`config.mk`:
```
export PLATFORM = sky130hd
export DESIGN_NAME = fetch_unit
export DESIGN_NICKNAME = d
export VERILOG_FILES = /design/src/rtl/fetch_unit.sv
export SDC_FILE = /design/constraint.sdc
export NUM_CORES = 1
export LEC_CHECK = 0
export CORE_UTILIZATION = 48
export CTS_CLUSTER_DIAMETER = 80
export DETAILED_ROUTE_END_ITERATION = 10
export PLACE_DENSITY = 0.81
export SYNTH_ARGS = -nofsm -noshare
export SYNTH_HDL_FRONTEND = slang
export SYNTH_SLANG_ARGS = --single-unit
```
`constraint.sdc`:
```
create_clock -name clk -period 2 [get_ports clk]
set_input_delay 0.4 -clock clk [delete_from_list [all_inputs] [get_ports clk]]
set_output_delay 0.4 -clock clk [all_outputs]
set_load 0.01 [all_outputs]
```
`src/rtl/fetch_unit.sv`:
```
// Instruction-fetch stage: holds the PC, issues one outstanding imem read at a time and
// hands each word to decode over valid/ready; redirects squash in-flight reads or fault.
module fetch_unit #(
  parameter logic [31:0] RESET_PC  = 32'h0000_0000,
  parameter logic [31:0] NOP_INSTR = 32'h0000_0013
) (
  input  logic        clk,
  input  logic        rst_n,
  output logic        imem_req,
  output logic [31:0] imem_addr,
  input  logic        imem_gnt,
  input  logic        imem_rvalid,
  input  logic [31:0] imem_rdata,
  input  logic        redirect_valid,
  input  logic [31:0] redirect_target,
  output logic        instr_valid,
  input  logic        instr_ready,
  output logic [31:0] instr_out,
  output logic [31:0] instr_pc,
  output logic        fetch_fault,
  output logic [31:0] fetch_count
);

  typedef enum logic [2:0] {IDLE, REQ, WAIT, HOLD, FAULT} state_e;

  state_e      state_q, state_d;
  logic [31:0] pc_q, pc_d;
  logic        squash_q, squash_d;
  logic        outstanding_q, outstanding_d;
  logic        imem_req_q, imem_req_d;
  logic        instr_valid_q, instr_valid_d;
  logic [31:0] instr_out_q, instr_out_d;
  logic [31:0] instr_pc_q, instr_pc_d;
  logic        fetch_fault_q, fetch_fault_d;
  logic [31:0] fetch_count_q, fetch_count_d;
  logic        target_misaligned;

  assign target_misaligned = (redirect_target[1:0] != 2'b00);

  always_comb begin
    state_d       = state_q;
    pc_d          = pc_q;
    squash_d      = squash_q;
    outstanding_d = outstanding_q;
    instr_out_d   = instr_out_q;
    instr_pc_d    = instr_pc_q;
    fetch_fault_d = fetch_fault_q;
    fetch_count_d = fetch_count_q;

    case (state_q)
      IDLE: state_d = REQ;

      REQ: begin
        if (redirect_valid) begin
          if (target_misaligned) begin
            fetch_fault_d = 1'b1;
            outstanding_d = imem_gnt;
            state_d       = FAULT;
          end else begin
            // A grant coinciding with the redirect is already in flight: squash it.
            pc_d     = redirect_target;
            squash_d = imem_gnt;
            state_d  = imem_gnt ? WAIT : REQ;
          end
        end else if (imem_gnt) begin
          state_d = WAIT;
        end
      end

      WAIT: begin
        if (redirect_valid) begin
          if (target_misaligned) begin
            fetch_fault_d = 1'b1;
            outstanding_d = !imem_rvalid;
            squash_d      = 1'b0;
            state_d       = FAULT;
          end else begin
            pc_d     = redirect_target;
            squash_d = !imem_rvalid;
            state_d  = imem_rvalid ? REQ : WAIT;
          end
        end else if (imem_rvalid) begin
          if (squash_q) begin
            squash_d = 1'b0;
            state_d  = REQ;
          end else begin
            instr_out_d = imem_rdata;
            instr_pc_d  = pc_q;
            pc_d        = pc_q + 32'd4;
            state_d     = HOLD;
          end
        end
      end

      HOLD: begin
        if (redirect_valid) begin
          instr_out_d = NOP_INSTR;
          if (target_misaligned) begin
            fetch_fault_d = 1'b1;
            outstanding_d = 1'b0;
            state_d       = FAULT;
          end else begin
            pc_d    = redirect_target;
            state_d = REQ;
          end
        end else if (instr_ready) begin
          fetch_count_d = fetch_count_q + 32'd1;
          instr_out_d   = NOP_INSTR;
          state_d       = REQ;
        end
      end

      FAULT: begin
        if (imem_rvalid) begin
          outstanding_d = 1'b0;
        end
        if (redirect_valid && !target_misaligned) begin
          fetch_fault_d = 1'b0;
          pc_d          = redirect_target;
          if (outstanding_q && !imem_rvalid) begin
            squash_d = 1'b1;
            state_d  = WAIT;
          end else begin
            state_d = REQ;
          end
        end
      end

      default: state_d = IDLE;
    endcase

    imem_req_d    = (state_d == REQ);
    instr_valid_d = (state_d == HOLD);
  end

  always_ff @(posedge clk or negedge rst_n) begin
    if (!rst_n) begin
      state_q       <= IDLE;
      pc_q          <= RESET_PC;
      squash_q      <= 1'b0;
      outstanding_q <= 1'b0;
      imem_req_q    <= 1'b0;
      instr_valid_q <= 1'b0;
      instr_out_q   <= NOP_INSTR;
      instr_pc_q    <= RESET_PC;
      fetch_fault_q <= 1'b0;
      fetch_count_q <= '0;
    end else begin
      state_q       <= state_d;
      pc_q          <= pc_d;
      squash_q      <= squash_d;
      outstanding_q <= outstanding_d;
      imem_req_q    <= imem_req_d;
      instr_valid_q <= instr_valid_d;
      instr_out_q   <= instr_out_d;
      instr_pc_q    <= instr_pc_d;
      fetch_fault_q <= fetch_fault_d;
      fetch_count_q <= fetch_count_d;
    end
  end

  assign imem_req    = imem_req_q;
  assign imem_addr   = pc_q;
  assign instr_valid = instr_valid_q;
  assign instr_out   = instr_out_q;
  assign instr_pc    = instr_pc_q;
  assign fetch_fault = fetch_fault_q;
  assign fetch_count = fetch_count_q;

endmodule

```
After elaboration in Yosys (flattened, before gate mapping)

Index checks and enable logic that the tools add are counted.

Register bits after elaboration: 136
Bits of input ports: 70
Output and inout port bits: 131
Logic and storage cells: 106

Add/subtract/negate cells: 2
Equality and inequality tests: 25
Muxes and demuxes: 47
Bitwise gates (word level): 2
Reduce and logical (&&, ||, !) cells: 20

Operator list:

| operator              | number |
|---|---|
| $mux 32               | 11 |
| $pmux 32 s3           | 1 |
| $pmux 32 s2           | 1 |
| $add 32x1->32 const B | 1 |
| $add 32x3->32 const B | 1 |
| $mux 3                | 10 |
| $ne 2x2->1 const B    | 13 |
| $mux 1                | 16 |
| $pmux 3 s5            | 1 |
| $reduce_and 5->1      | 2 |
| $eq 3x2->1 const B    | 3 |
| $ne 3x3->1 const B    | 3 |
| $mux 2                | 4 |
| $reduce_and 4->1      | 2 |
| $reduce_and 8->1      | 1 |
| $eq 3x1->1 const B    | 2 |
| $ne 2x1->1 const B    | 3 |
| $reduce_and 6->1      | 1 |
| $reduce_bool 2->1     | 3 |
| $reduce_bool 3->1     | 2 |
| $pmux 1 s4            | 1 |
| $reduce_bool 4->1     | 1 |
| $eq 3x3->1 const B    | 1 |
| $logic_not 3->1       | 1 |
| other kinds (8)       | 11 |

Depth between registers and ports, before layout

Gate-level depths: netlist of the first run.

Depth after elaboration: 6
Gate-level depth with buffers: 8
Mapped depth without buffers: 6

Least setup slack after synthesis of the first run

OpenSTA, ideal clock, no wires.

Path kind: in2reg
From: input redirect_valid
To: register fetch_count_q[13] (netlist: fetch_count[13])
Library setup time: 126 ps
Arrival: 1731 ps
Required time: 1874 ps
Slack: 143 ps
Stages on the path: 7
Path buffers: 2
Cells stage by stage: buf_6 -> or3b_4 -> nor3_4 -> and2_1 -> buf_4 -> nand3_2 -> xnor2_1

Word-level cells in the longest chain between the ends: 2

RTL lines:

| element                           | RTL line | RTL |
|---|---|---|
| start: declaration                | 14       | `input logic redirect_valid,` |
| $not 1->1 (no source line)        | n/a      |  |
| $reduce_and 3->1 (no source line) | n/a      |  |
| end signal: assignment            | 158      | `fetch_count_q <= fetch_count_d;` |
| end: declaration                  | 35       | `logic [31:0] fetch_count_q, fetch_count_d;` |

No other way between the ends.
A chain may end at the register's enable or synchronous reset.

Worst setup path after layout of the first run

From: register pc_q[3] (netlist: imem_addr[3])
To: register pc_q[24] (netlist: imem_addr[24])

Word-level cells in the longest chain between the ends: 5

RTL lines:

| element                  | RTL line | RTL |
|---|---|---|
| start: declaration       | 27       | `logic [31:0] pc_q, pc_d;` |
| start signal: assignment | 150      | `pc_q <= pc_d;` |
| $add 32x3->32            | 89       | `pc_d = pc_q + 32'd4;` |
| $mux 32                  | 83       | `if (squash_q) begin` |
| $mux 32                  | 82       | `end else if (imem_rvalid) begin` |
| $mux 32                  | 71       | `if (redirect_valid) begin` |
| $pmux 32 s3              | 50       | `case (state_q)` |

No other way between the ends. The select of a mux whose other input is x is not followed.

==> results of run 1 <==
-- sequential cells by signal, indices dropped and copies added, names as in the netlist --
register	cells
instr_out	32
squash_q	1
state_q	3
instr_valid	1
outstanding_q	1
fetch_count	32
imem_req	1
instr_pc	32
imem_addr	32
fetch_fault	1
-- logic make-up after synthesis --
kind of cell / share of synthesized area
AO/OA/AOI/OAI: 0.140
XOR/XNOR: 0.0404
adder cells (fa/ha/maj): 0.00372
buffers and inverters: 0.0372
flip-flops: 0.507
multiplexers: 0.00931
AND/OR/NAND/NOR: 0.262
-- what timing repair did --
| action | 4_1_cts | 5_1_grt |
|---|---|---|
| gates resized for setup | 2 | 9 |
| endpoints found under the setup margin | 4 | 36 |
| setup buffers | 0 | 0 |
| hold buffers | 1 | 0 |
| endpoints found under the hold margin | 43 | 0 |
-- metal layers --
metal / GRT usage / share of wire
met3: 0.0675 / 0.079
met4: 0.0972 / 0.019
met1: 0.381 / 0.42
met2: 0.481 / 0.48
met5: 0 / 0
-- cell usage after synthesis (11+ instances only) --
| cell type | n |
|---|---|
| inv_1 | 14 |
| o21ai_0 | 69 |
| nand3_1 | 26 |
| clkbuf_1 | 19 |
| xor2_1 | 16 |
| nand4_1 | 14 |
| dfrtp_1 | 133 |
| nor3_1 | 11 |
| a21oi_1 | 18 |
| buf_2 | 16 |
| nand2_1 | 205 |
| and3_1 | 19 |
| nor2_1 | 25 |
| xnor2_1 | 15 |
-- stage by stage --
stage	total power [mW]	setup TNS, ps	cell area [µm²]	utilization	setup slack (ps)
3_5_place_dp	9.88	-27220	9450	0.703	-438
3_3_place_gp	9.76	-21180	9450	0.703	-374
4_1_cts	13.0	0	10000	0.746	0.231
2_1_floorplan	6.71	0	6720	-	143
6_report	13.0	0	10000	0.747	58.7
5_1_grt	13.7	-24.4	10000	0.747	-10.8
-- worst paths after layout --
| kind | cells after the start | end | from | slack [ps] |
|---|---|---|---|---|
| max | 7 | imem_addr[24] | imem_addr[3] | 60 |
| min | 1 | fetch_count[31] | fetch_count[31] | 470 |
| max reg2reg | 7 | imem_addr[24] | imem_addr[3] | 60 |
| min reg2reg | 1 | fetch_count[31] | fetch_count[31] | 470 |
| max in group asynchronous | 3 | instr_out[4] | rst_n | 850 |
| min in group asynchronous | 2 | instr_out[10] | rst_n | 480 |
-- area by class of cell --
type,count,area share
clock inverters,12,0.0127
repair buffers,284,0.270
well taps,176,0.0219
flip-flops and latches,136,0.340
multi-input cells,548,0.307
inverters,14,0.00523
clock buffers,19,0.0441
-- power groups by stage --
stage	Clock (mW)	Sequential (mW)	Combinational, mW
global placement	0	4.44	5.32
finish	3.02	4.46	5.49
detailed placement	0	4.46	5.42
global route	3.19	4.58	5.95
CTS	3.08	4.44	5.47
floorplan	0	4.82	1.90
==> summary.md, run 1 <==
| Metric | Value |
|---|---|
| Run status | `finished, final reports clean` |
| Final setup vio count | `0` |
| Antenna Cells | `0` |
| #FFs+latches synth | `136` |
| Synthesized area | `0.00672 mm²` |
| Crit path kind | `reg2reg` |
| Most frequent cells in the layout | `nand2_1, clkdlybuf4s50_1, dfrtp_1` |
| RSZ-0062 raised after global routing | `yes` |
| Via/cell ratio | `5.59` |
| Net Count, Synth | `812` |
| Worst path cell trace | `ha_2, and4_2, and3_1, buf_4, nand4_1, mux2_1, o21ai_2` |
| Post-synth top area share | `0.495` |
| Class of the worst hold path | `reg2reg` |
| Max stage delay cell, worst path | `dfrtp_1` |
| Arrival time at the worst endpoint | `~2300 ps` |
| Synth area leader | `dfrtp_1` |
| Wire per inst | `17.3 µm` |
| Fin. max-slew vios | `0` |
| Sw Pwr | `4.53 mW` |
| Clock network power share | `0.233` |
| Hold WS | `470 ps` |
| GRT Total Usage | `0.293` |
| Post-synth cell types | `70` |
| Relative slew slack | `0.690` |
| Fmax | `515 MHz` |
| Crit end category | `flip-flop` |
| Cell family with most CP delay | `simple AND/OR/NAND/NOR gates` |
| Dpl cells | `1157` |
| Register area | `0.00341 mm²` |
| Sequential share of power | `0.344` |
| Antenna viol nets, final | `0` |
| Async SR Flop Fraction | `1.00` |
| DRC Markers | `0` |
| Register area share after synthesis | `0.507` |
| Port Buffers | `200` |
| Final Cycle Share | `0.971` |
| Synth Flop Type | `dfrtp_1` |
| CP startpoint kind | `flip-flop` |
| Initial antenna violation count | `0` |
| Die area | `0.0145 mm²` |
| Ys Warns | `0` |
| Die Ht | `120 µm` |
| Combinational power share | `0.423` |
| Final hold vios | `0` |
| Max VDD drop | `738 µV` |
| I/O pin cnt | `201` |
| CTS tree | `done` |
| Largest net degree at the start of global routing | `65` |
| Initial core utilization | `0.500` |
| Buf/Inv on CP | `1` |
| GRT Residual Overflow | `0` |
| Gpl congestion | `between 0.9 and 1` |
| CP max FO | `12` |
| CTS Buffer Depth | `2` |
| Final Skew | `7.97 ps` |
| Clk Latency, worst-skew pair | `420 ps` |
| Post-Layout Cell Count | `1189` |
| Filler cells | `between 900 and 1k` |
| Leakage | `about 4.6 nW` |
| DR iter-0 viols | `590` |
| Worst-path clk slew | `60 ps` |
| Sw Share | `0.350` |
| Area growth from synthesis to layout | `49.5%` |
| Vias | `approximately 6.6k` |
| Int Power | `8.43 mW` |
| Main area contributors after synthesis | `dfrtp_1, nand2_1, o21ai_0, xor2_1, xnor2_1` |
| Minimum clock period | `1940 ps` |
| Commonest non-fill, non-tap cell in the layout | `nand2_1` |
| Max_cap viols | `0` |
| Num CTS Buffers | `17` |
| Row cnt | `between 40 and 50` |
| Total Routed Length | `20.6 mm` |
| Clk sinks | `approximately 140` |
| CP Data Required Time | `about 2300 ps` |
| Global-route wire length before repair | `33.1 mm` |
| Die Width | `120 µm` |
| Root buf cell | `clkbuf_16` |
| Vias in the first global route | `6489` |
| Syn Area/Cell | `9.08 µm²` |
| DRT Pass-1 Iters | `6` |
| Final Net Count | `1073` |
| Worst slew pin tran | `roughly 470 ps` |
| Ratio of cells with drive above 1 in the final layout | `0.146` |
| Core Region | `0.0135 mm²` |
| Syn Inst Count | `740` |
| Slowest stage delay, CP | `360 ps` |
| Post-synth EDFFs | `0` |
| Pwr dens | `between 1000 and 1500 mW/mm²` |
| H-tree levels | `4` |
| Post-DP HPWL | `roughly 15 mm` |
| Area of the multi-input gates | `0.00308 mm²` |
No activity file was read; power rests on OpenSTA's default activity.
==> inputs of run 2 (changes only) <==
--- a/config.mk
+++ b/config.mk
@@ -5,10 +5,12 @@
 export SDC_FILE = /design/constraint.sdc
 export NUM_CORES = 1
 export LEC_CHECK = 0
-export CORE_UTILIZATION = 48
+export CAP_MARGIN = 20
+export CORE_MARGIN = 2
+export CORE_UTILIZATION = 51
 export CTS_CLUSTER_DIAMETER = 80
 export DETAILED_ROUTE_END_ITERATION = 10
-export PLACE_DENSITY = 0.81
+export PLACE_DENSITY = 0.86
 export SYNTH_ARGS = -nofsm -noshare
 export SYNTH_HDL_FRONTEND = slang
 export SYNTH_SLANG_ARGS = --single-unit
==> constraint.sdc (replaced) <==
create_clock -name clk -period 2.24 [get_ports clk]
set_input_delay 0.448 -clock clk [delete_from_list [all_inputs] [get_ports clk]]
set_output_delay 0.448 -clock clk [all_outputs]
set_load 0.01 [all_outputs]
==> run 2 against run 1 <==
Effect of this change: register-to-register slack better by 90 ps; core utilization is 2.9 points higher; combinational power is 14% lower; cell count is 2.1% lower; non-clock buffer count is 22 lower; sequential share of layout area is 0.54 points higher; critical path depth is 2 lower; via count is 1.6% higher; worst hold slack better by 2.1 ps; count of clock-buffer cells in the layout is 1 higher; die area is 2.5% lower; global-route usage is 1.2 points higher; critical path type unchanged; largest cell class unchanged; highest routed layer unchanged.
==> summary.md, run 2 (synthesis gave the netlist of run 1 again) <==
| Metric | Value |
|---|---|
| Post-DP HPWL | `14.8 mm (+1.0%)` |
| Core Region | `0.0127 mm² (-5.4%)` |
| Finished Core Util | `0.776 (+0.0294)` |
| Max VDD drop | `654 µV (-11%)` |
| Area growth from synthesis to layout | `46.9%` |
| Int Power | `7.38 mW (-12%)` |
| Num CTS Buffers | `17 (unchanged)` |
| H-tree levels | `4 (unchanged)` |
| Final setup vio count | `0 (unchanged)` |
| Final WS setup | `153 ps (+93.9 ps)` |
| CP max FO | `12 (unchanged)` |
| Area post-placement | `0.00929 mm² (-1.7%)` |
| Combinational power share | `0.412 (-0.011)` |
| Fmax | `479 MHz (-7.0%)` |
| I/O pin cnt | `201 (unchanged)` |
| Total Routed Length | `21.2 mm (+3.3%)` |
| CP Data Required Time | `2530 ps (+190 ps)` |
| Filler cells | `835 (-15%)` |
| Worst slew pin tran | `525 ps (+59.6 ps)` |
| Setup TNS | `0 ps (unchanged)` |
| Vias | `6756 (+1.6%)` |
| Ratio of cells with drive above 1 in the final layout | `0.118 (-0.0282)` |
| Fin. max-slew vios | `0 (unchanged)` |
| Hold WS | `472 ps (+2.11 ps)` |
| Final hold vios | `0 (unchanged)` |
| Largest net degree at the start of global routing | `65 (unchanged)` |
| Clock network power share | `0.236 (+0.003)` |
| Final instance area | `0.00988 mm² (-1.7%)` |
| Die Width | `119 µm (-1.3%)` |
| RSZ-0062 raised after global routing | `no` |
| Crit end category | `flip-flop` |
| Sw Pwr | `4.12 mW (-9.0%)` |
| Crit path kind | `reg2reg` |
| Post-CTS setup repair buffer count | `0 (unchanged)` |
| Dpl cells | `1131 (-2.2%)` |
| Sw Share | `0.358 (+0.00877)` |
| Relative slew slack | `0.650 (-0.0397)` |
| Final Cycle Share | `0.932 (-0.0388)` |
| Most frequent cells in the layout | `nand2_1, clkdlybuf4s50_1, dfrtp_1` |
| GRT Residual Overflow | `0 (unchanged)` |
| Total power | `11.5 mW (-11%)` |
| DR iter-0 viols | `678 (+15%)` |
| Antenna viol nets, final | `0 (unchanged)` |
| Worst-path clk slew | `60 ps (about the same)` |
| Clk sinks | `136 (unchanged)` |
| Post-place setup slack | `-248 ps (+190 ps)` |
| Port Buffers | `200 (unchanged)` |
| Die area | `0.0141 mm² (-2.5%)` |
| Post-Layout Cell Count | `1164 (-2.1%)` |
| Area of the multi-input gates | `0.00307 mm² (-0.45%)` |
| GRT Total Usage | `0.305 (+0.0124)` |
| Leakage | `4.53 nW (-2.1%)` |
| Commonest non-fill, non-tap cell in the layout | `nand2_1` |
| DRC Markers | `0 (unchanged)` |
| Antenna Cells | `0 (unchanged)` |
| DRT Pass-1 Iters | `6 (unchanged)` |
| Initial antenna violation count | `0 (unchanged)` |
| Class of the worst hold path | `reg2reg` |
| Die Ht | `119 µm (-1.3%)` |
| Vias in the first global route | `6660 (+2.6%)` |
| Gpl congestion | `0.937 (+0.90%)` |
| Arrival time at the worst endpoint | `2380 ps (+100 ps)` |
| Pwr dens | `1160 mW/mm² (-9.7%)` |
| Root buf cell | `clkbuf_16` |
| Final Skew | `13.0 ps (+5.00 ps)` |
| Global-route wire length before repair | `34.7 mm (+4.9%)` |
| CTS tree | `done` |
| Run status | `finished, final reports clean` |
| Final Net Count | `1051 (-2.1%)` |
| Register area | `0.00341 mm² (-0.15%)` |
| Sequential share of power | `0.352 (+0.008)` |
| Initial core utilization | `0.528 (+0.0287)` |
| Minimum clock period | `2090 ps (+146 ps)` |
| Wire per inst | `18.2 µm (+5.5%)` |
| CP startpoint kind | `flip-flop` |
| Row cnt | `41 (-2.4%)` |
| CTS Buffer Depth | `2 (unchanged)` |
| Clk Latency, worst-skew pair | `410 ps (about the same)` |
| Max_cap viols | `0 (unchanged)` |
| Via/cell ratio | `5.80 (+3.8%)` |
==> run 2: area by class of cell <==
type,instances,area share
inverter,14,0.00532
timing repair buffer,262,0.259
clock inverter,12,0.0119
clock buffer,20,0.0462
multi-input combinational,548,0.311
tap,172,0.0218
sequential,136,0.345
==> run 2: what timing repair did <==
item,in CTS,in global routing
hold buffers,1,0
gates resized for setup,0,0
hold endpoints to repair,6,0
==> run 2: metal layers <==
| layer | GRT usage | vias to the layer above | share of wire |
|---|---|---|---|
| met5 | 0 | - | 0 |
| met4 | 0.120 | 0 | 0.030 |
| met3 | 0.0723 | 59 | 0.085 |
| met2 | 0.500 | 376 | 0.48 |
| met1 | 0.391 | 3259 | 0.40 |
| li1 | - | 3062 | - |
==> run 2: path summary, 6_finish.rpt <==
check	startpoint	endpoint	slack [ps]	depth (start not counted)
max	state_q[1]	fetch_count[21]	150	5
min	instr_pc[30]	instr_pc[30]	470	2
max reg2reg	state_q[1]	fetch_count[21]	150	5
min reg2reg	instr_pc[30]	instr_pc[30]	470	2
max in group asynchronous	rst_n	imem_addr[23]	1070	3
min in group asynchronous	rst_n	squash_q	550	2
==> run 2: power groups by stage <==
stage	sequential, mW	clock [mW]	combinational [mW]
2_1_floorplan	4.30	0	1.69
3_3_place_gp	4.02	0	4.57
3_5_place_dp	4.05	0	4.70
4_1_cts	4.03	2.73	4.73
5_1_grt	4.17	2.86	5.14
6_report	4.05	2.71	4.74
==> run 2: critical path: stages (launching register included) <==
cell and delay [ps]:
dfrtp_1 580, or3b_4 480, nor3_4 280, and2_1 340
nand2_1 120, xnor2_1 160
